[src/rtl/alu_pkg.sv]
// Shared definitions for the ALU command driver: default widths, opcode
// encodings and the driver FSM state type.
package alu_pkg;

  localparam int ALU_WIDTH = 4;
  localparam int ALU_OP_W  = 3;

  localparam logic [2:0] OP_ADD = 3'd0;
  localparam logic [2:0] OP_SUB = 3'd1;
  localparam logic [2:0] OP_NOT = 3'd2;
  localparam logic [2:0] OP_AND = 3'd3;
  localparam logic [2:0] OP_OR  = 3'd4;
  localparam logic [2:0] OP_XOR = 3'd5;
  localparam logic [2:0] OP_LT  = 3'd6;
  localparam logic [2:0] OP_EQ  = 3'd7;

  typedef enum logic [1:0] {
    ST_IDLE  = 2'd0,
    ST_DRIVE = 2'd1,
    ST_HOLD  = 2'd2
  } drv_state_e;

endpackage

[src/rtl/alu_cmd_fifo.sv]
// Synchronous command FIFO with fall-through head; full/empty derived from
// read/write pointers carrying one extra wrap bit.
module alu_cmd_fifo #(
  parameter int W     = 8,
  parameter int DEPTH = 4
) (
  input  logic         clk,
  input  logic         rst,
  input  logic         push,
  input  logic         pop,
  input  logic [W-1:0] wr_data,
  output logic [W-1:0] rd_data,
  output logic         full,
  output logic         empty
);

  localparam int AW = $clog2(DEPTH);

  logic [AW:0]  wr_ptr_q, wr_ptr_d;
  logic [AW:0]  rd_ptr_q, rd_ptr_d;
  logic [W-1:0] mem_q [DEPTH];
  logic         do_push;
  logic         do_pop;

  assign empty   = (wr_ptr_q == rd_ptr_q);
  assign full    = (wr_ptr_q[AW] != rd_ptr_q[AW]) &&
                   (wr_ptr_q[AW-1:0] == rd_ptr_q[AW-1:0]);
  assign rd_data = mem_q[rd_ptr_q[AW-1:0]];

  always_comb begin
    do_push  = push && !full;
    do_pop   = pop && !empty;
    wr_ptr_d = wr_ptr_q;
    rd_ptr_d = rd_ptr_q;
    if (do_push) wr_ptr_d = wr_ptr_q + {{AW{1'b0}}, 1'b1};
    if (do_pop)  rd_ptr_d = rd_ptr_q + {{AW{1'b0}}, 1'b1};
  end

  always_ff @(posedge clk or posedge rst) begin
    if (rst) begin
      wr_ptr_q <= '0;
      rd_ptr_q <= '0;
    end else begin
      wr_ptr_q <= wr_ptr_d;
      rd_ptr_q <= rd_ptr_d;
    end
  end

  always_ff @(posedge clk) begin
    if (do_push) mem_q[wr_ptr_q[AW-1:0]] <= wr_data;
  end

endmodule

[src/rtl/alu_cmd_driver.sv]
// Initiator for the combinational ALU: buffers commands, drives the ALU
// inputs, captures its outputs and offers them on a result stream.
// Optional carry chaining is enabled by defining ALU_CHAIN_EN.
module alu_cmd_driver
  import alu_pkg::*;
#(
  parameter int WIDTH = ALU_WIDTH,
  parameter int DEPTH = 4,
  parameter int OP_W  = ALU_OP_W
) (
  input  logic             clk,
  input  logic             rst,
  input  logic             cmd_valid,
  output logic             cmd_ready,
  input  logic [OP_W-1:0]  cmd_op,
  input  logic             cmd_c,
  input  logic [WIDTH-1:0] cmd_x,
  input  logic [WIDTH-1:0] cmd_y,
  input  logic             cmd_chain,
  output logic [OP_W-1:0]  alu_op,
  output logic             alu_in_c,
  output logic [WIDTH-1:0] alu_in_x,
  output logic [WIDTH-1:0] alu_in_y,
  input  logic [WIDTH-1:0] alu_out_s,
  input  logic             alu_out_c,
  input  logic             alu_zero,
  input  logic             alu_overflow,
  output logic             res_valid,
  input  logic             res_ready,
  output logic [WIDTH-1:0] res_s,
  output logic             res_c,
  output logic             res_zero,
  output logic             res_ovf,
  output logic             busy
);

  localparam int FW = OP_W + 2 + 2 * WIDTH;

  drv_state_e       state_q, state_d;
  logic [OP_W-1:0]  alu_op_q, alu_op_d;
  logic             alu_in_c_q, alu_in_c_d;
  logic [WIDTH-1:0] alu_in_x_q, alu_in_x_d;
  logic [WIDTH-1:0] alu_in_y_q, alu_in_y_d;
  logic             res_valid_q, res_valid_d;
  logic [WIDTH-1:0] res_s_q, res_s_d;
  logic             res_c_q, res_c_d;
  logic             res_zero_q, res_zero_d;
  logic             res_ovf_q, res_ovf_d;

  logic             fifo_push, fifo_pop, fifo_full, fifo_empty;
  logic [FW-1:0]    fifo_rd_data;
  logic [OP_W-1:0]  head_op;
  logic             head_c, head_chain, head_carry;
  logic [WIDTH-1:0] head_x, head_y;

  alu_cmd_fifo #(
    .W     (FW),
    .DEPTH (DEPTH)
  ) u_fifo (
    .clk     (clk),
    .rst     (rst),
    .push    (fifo_push),
    .pop     (fifo_pop),
    .wr_data ({cmd_op, cmd_c, cmd_chain, cmd_x, cmd_y}),
    .rd_data (fifo_rd_data),
    .full    (fifo_full),
    .empty   (fifo_empty)
  );

  assign cmd_ready = !fifo_full;
  assign fifo_push = cmd_valid && !fifo_full;
  assign {head_op, head_c, head_chain, head_x, head_y} = fifo_rd_data;

`ifdef ALU_CHAIN_EN
  // res_c_q still holds the previous capture when the next command is popped
  assign head_carry = head_chain ? res_c_q : head_c;
`else
  logic unused_chain;
  assign unused_chain = head_chain;
  assign head_carry   = head_c;
`endif

  always_comb begin
    state_d     = state_q;
    alu_op_d    = alu_op_q;
    alu_in_c_d  = alu_in_c_q;
    alu_in_x_d  = alu_in_x_q;
    alu_in_y_d  = alu_in_y_q;
    res_valid_d = res_valid_q;
    res_s_d     = res_s_q;
    res_c_d     = res_c_q;
    res_zero_d  = res_zero_q;
    res_ovf_d   = res_ovf_q;
    fifo_pop    = 1'b0;

    unique case (state_q)
      ST_IDLE: begin
        if (!fifo_empty) begin
          fifo_pop   = 1'b1;
          alu_op_d   = head_op;
          alu_in_c_d = head_carry;
          alu_in_x_d = head_x;
          alu_in_y_d = head_y;
          state_d    = ST_DRIVE;
        end
      end
      ST_DRIVE: begin
        res_s_d     = alu_out_s;
        res_c_d     = alu_out_c;
        res_zero_d  = alu_zero;
        res_ovf_d   = alu_overflow;
        res_valid_d = 1'b1;
        state_d     = ST_HOLD;
      end
      ST_HOLD: begin
        if (res_ready) begin
          res_valid_d = 1'b0;
          if (!fifo_empty) begin
            fifo_pop   = 1'b1;
            alu_op_d   = head_op;
            alu_in_c_d = head_carry;
            alu_in_x_d = head_x;
            alu_in_y_d = head_y;
            state_d    = ST_DRIVE;
          end else begin
            state_d    = ST_IDLE;
          end
        end
      end
      default: state_d = ST_IDLE;
    endcase
  end

  always_ff @(posedge clk or posedge rst) begin
    if (rst) begin
      state_q     <= ST_IDLE;
      alu_op_q    <= '0;
      alu_in_c_q  <= 1'b0;
      alu_in_x_q  <= '0;
      alu_in_y_q  <= '0;
      res_valid_q <= 1'b0;
      res_s_q     <= '0;
      res_c_q     <= 1'b0;
      res_zero_q  <= 1'b0;
      res_ovf_q   <= 1'b0;
    end else begin
      state_q     <= state_d;
      alu_op_q    <= alu_op_d;
      alu_in_c_q  <= alu_in_c_d;
      alu_in_x_q  <= alu_in_x_d;
      alu_in_y_q  <= alu_in_y_d;
      res_valid_q <= res_valid_d;
      res_s_q     <= res_s_d;
      res_c_q     <= res_c_d;
      res_zero_q  <= res_zero_d;
      res_ovf_q   <= res_ovf_d;
    end
  end

  assign alu_op    = alu_op_q;
  assign alu_in_c  = alu_in_c_q;
  assign alu_in_x  = alu_in_x_q;
  assign alu_in_y  = alu_in_y_q;
  assign res_valid = res_valid_q;
  assign res_s     = res_s_q;
  assign res_c     = res_c_q;
  assign res_zero  = res_zero_q;
  assign res_ovf   = res_ovf_q;
  assign busy      = (state_q != ST_IDLE) || !fifo_empty;

endmodule

[config.mk]
export PLATFORM = sky130hd
export DESIGN_NAME = alu_cmd_driver
export DESIGN_NICKNAME = d
export VERILOG_FILES = /design/src/rtl/alu_pkg.sv /design/src/rtl/alu_cmd_fifo.sv /design/src/rtl/alu_cmd_driver.sv
export SDC_FILE = /design/constraint.sdc
export NUM_CORES = 1
export LEC_CHECK = 0
export ABC_AREA = 1
export BUFFER_PORTS_ARGS = -buffer_cell sky130_fd_sc_hd__buf_4
export CAP_MARGIN = 20
export CORE_MARGIN = 2
export CORE_UTILIZATION = 40
export DETAILED_ROUTE_END_ITERATION = 7
export GPL_ROUTABILITY_DRIVEN = 0
export SYNTH_ARGS = -nofsm -noshare
export SYNTH_HDL_FRONTEND = slang
export SYNTH_SLANG_ARGS = --single-unit
[constraint.sdc]
create_clock -name clk -period 2.15 [get_ports clk]
set_clock_uncertainty 0.1 [all_clocks]
set_input_delay 0.1075 -clock clk [delete_from_list [all_inputs] [get_ports clk]]
set_output_delay 0.1075 -clock clk [all_outputs]
set_load 0.05 [all_outputs]
==> impl_metrics.yaml <==
cts:
  cts_root_buffer: "clkbuf_8"
  htreeDepth: 3
  clk_latency_ns: 0.34
  cts_tree: "yes"
  numCtsBuffers: 9
  cts.sinks: 76
  clk_path_buf_depth: 2
  post_cts_buffers: 0
  clk_pin_slew_worst_paths_ns: 0.08
critical_path:
  endpoint_kind: "flip-flop"
  cp_cell_sequence: "inv_1 -> nand2_1 -> nand2_2 -> nand3_2 -> nand2_1 -> nor2_1 -> buf_4"
  reg2reg_from: "u_fifo.wr_ptr_q[1]"
  cp.depth: 7
  worstSetupStartpoint: "u_fifo.wr_ptr_q[1]"
  cp_common_cell: "nand2_1"
  ff2ff_path_depth: 7
  worstPathRequired_ns: 2.08
  crit_slowest_cell: "dfrtp_1"
  cp_max_fo: 12
  cp-start-kind: "flip-flop"
  critPathArrivalTime_ns: 1.73
  cpPeakStageDelay_ns: 0.43
  cp_top_family: "simple AND/OR/NAND/NOR gates"
  critPathBufInv: 2
  criticalPathCategory: "reg2reg"
placement:
  dp_cells: 477
  post-dp-hpwl_mm: 4.053
  port_buffers: 44
  place_ws_ns: 0.3619
drt:
  remaining_drc_errors: 0
  antenna_left: 0
  wire_per_inst_um: 13.22
  drt-initial-drc-count: 132
  firstDrtPassIters: 4
  vias: 2341
  wirelength_mm: 6.796
  vias_per_cell: 4.554
floorplan:
  die-area_sq_um: 9040
  io_pins: 46
  rows: 33
  die_w_um: 95.08
  core_sq_um: 8134
  die-height_um: 95.08
  initial_core_util_pct: 40.79
synth:
  ys_warn_count: 0
  synth_cell_types: 24
  synthCells: 328
  syn_area_sq_um: 3318
  avgSynthCellArea_sq_um: 10.12
  synth_seq_cells: 76
  ys_seq_area_share_pct: 64.56
  synth_fp_nets: 357
global_routing:
  grt_pass1_wl_mm: 10.54
  grt_pass1_vias: 2142
  antenna_found_initial: 0
  overflow: 0
  grt_max_degree: 29
  groute.usage.overall_pct: 15.90
timing:
  finalCriticalPeriod_ns: 1.803
  min_period_over_period_pct: 83.87
  rsz0062_at_grt: "false"
  fin_ws_ns: 0.3467
  slew_headroom_pct: 73.14
  worst-slew-pin-transition_ns: 0.4029
  setup_viol: 0
  finalMaxSlewViolations: 0
  hold_viol_final: 0
  max_freq_mhz: 554.5
layout:
  fin_nets: 433
  drive_gt1_share_pct: 20.29
  final_core_util_pct: 51.85
  antennaDiodeCount: 0
  finalNonFillerCells: 514
  syn_to_final_growth_pct: 27.11
pwr:
  power_mw: 6.406
  p_leak_nw: 2.048
  p_per_area_nw_per_um2: 1519
  vdd_drop_max_mv: 0.7395
hold_path:
  worstHoldStart: "res_ready"
  whs_path_depth: 4
  hp-class: "in2reg"
status:
  run_status: "completed"
job:
  maxCapViolCount: 0
-- cell families (layout without fill, tap and decap cells) --
logic type | Yosys count | after routing | share of synthesized area, %
buf+inv | 73 | 154 | 9.088
compound gates | 3 | 3 | 0.5654
fa+ha+maj | 5 | 5 | 1.885
xor+xnor | 2 | 2 | 0.5280
simple gates | 162 | 162 | 21.00
mux | 7 | 7 | 2.376
flops | 76 | 76 | 64.55
-- per-stage QoR --
step / TNS, ns / hold slack, ns / cell area, sq um
2_1_floorplan: -0.6892 / 0.07291 / 3318
3_3_place_gp: 0 / 0.1132 / 3792
3_5_place_dp: 0 / 0.1225 / 3792
4_1_cts: 0 / 0.01704 / 4218
5_1_grt: 0 / 0.05923 / 4218
6_report: 0 / 0.03689 / 4218
-- tightest hold or removal path: stages --
cell	delay [ns]
buf_4	0.08
inv_1	0.05
nor3_1	0.11
o21ai_0	0.09
-- final cells by class --
cell class	instances	area (sq um)
flip-flops and latches	76	2142
fillers	726	3916
well taps	105	131.4
repair buffers	75	615.6
clock buffers	10	127.6
multi-input cells	179	874.6
inverters	63	239.0
clock inverters	6	87.58
-- final timing paths --
| path | endpoint | slack, ns |
|---|---|---|
| worst max-delay path | u_fifo.mem_q[2][10] | 0.35 |
| worst min-delay path | res_valid | 0.04 |
| worst max register to register | u_fifo.mem_q[2][10] | 0.35 |
| worst min register to register | alu_in_y[1] | 0.38 |
| max in group asynchronous | alu_in_c | 1.34 |
| min in group asynchronous | res_zero | 0.31 |
-- report_power, final --
part / switching (mW) / internal, mW
Clock: 0.527 / 0.654
Sequential: 0.226 / 2.03
Combinational: 2.02 / 0.943
-- cells in the final DEF, fill, tap and decap left out, types with 2 or more instances in the layout --
master         instances
bufinv_16              2
edfxtp_1              48
dlygate4sd3_1         21
nor2_1                 5
xor2_1                 2
mux2_2                 7
dfrtp_1               28
nand2_2                2
ha_1                   5
clkbuf_8               9
clkinvlp_4             2
nand2_1              108
inv_1                 61
buf_4                 54
nand3_1               42
-- state kept, by name, indices dropped and copies added (netlist names) --
| name | count |
|---|---|
| res_s | 4 |
| u_fifo.wr_ptr_q | 3 |
| alu_in_c | 1 |
| u_fifo.mem_q | 48 |
| alu_op | 3 |
| res_c | 1 |
| res_zero | 1 |
| alu_in_x | 4 |
| res_valid | 1 |
| state_q | 2 |
| res_ovf | 1 |
| alu_in_y | 4 |
| u_fifo.rd_ptr_q | 3 |
-- cell usage after synthesis --
cell      count  share of area, %
nand2_1     108                12
inv_1        61               6.9
edfxtp_1     48                43
nand3_1      42               6.3
dfrtp_1      28                21
mux2_2        7               2.4
buf_2         5              0.75
ha_1          5               1.9
nor2_1        5              0.57
buf_6         2              0.68
clkbuf_1      2              0.23
nand2_2       2              0.38
xor2_1        2              0.53
a21oi_1       1              0.15
a21oi_2       1              0.26
buf_4         1              0.23
inv_2         1              0.11
inv_4         1              0.19
nand2_4       1              0.34
nand3_2       1              0.30
nand3_4       1              0.53
nand4_1       1              0.19
nor3_1        1              0.15
o21ai_0       1              0.15
-- layer usage --
layer  routed length (um)  vias to the layer above  track usage, %
met3                  280                       10           2.925
met4                  114                        0           7.488
met2                 3202                       54           26.17
met5                    0                        -               0
li1                     -                     1176               -
met1                 3198                     1101           20.37
-- repair_timing --
action / 4_1_cts / 5_1_grt
gates resized for setup: 0 / 0
endpoints found under the hold margin: 86 / 0
hold buffers: 21 / 0
Note: power is estimated with default switching activity, not from simulation.
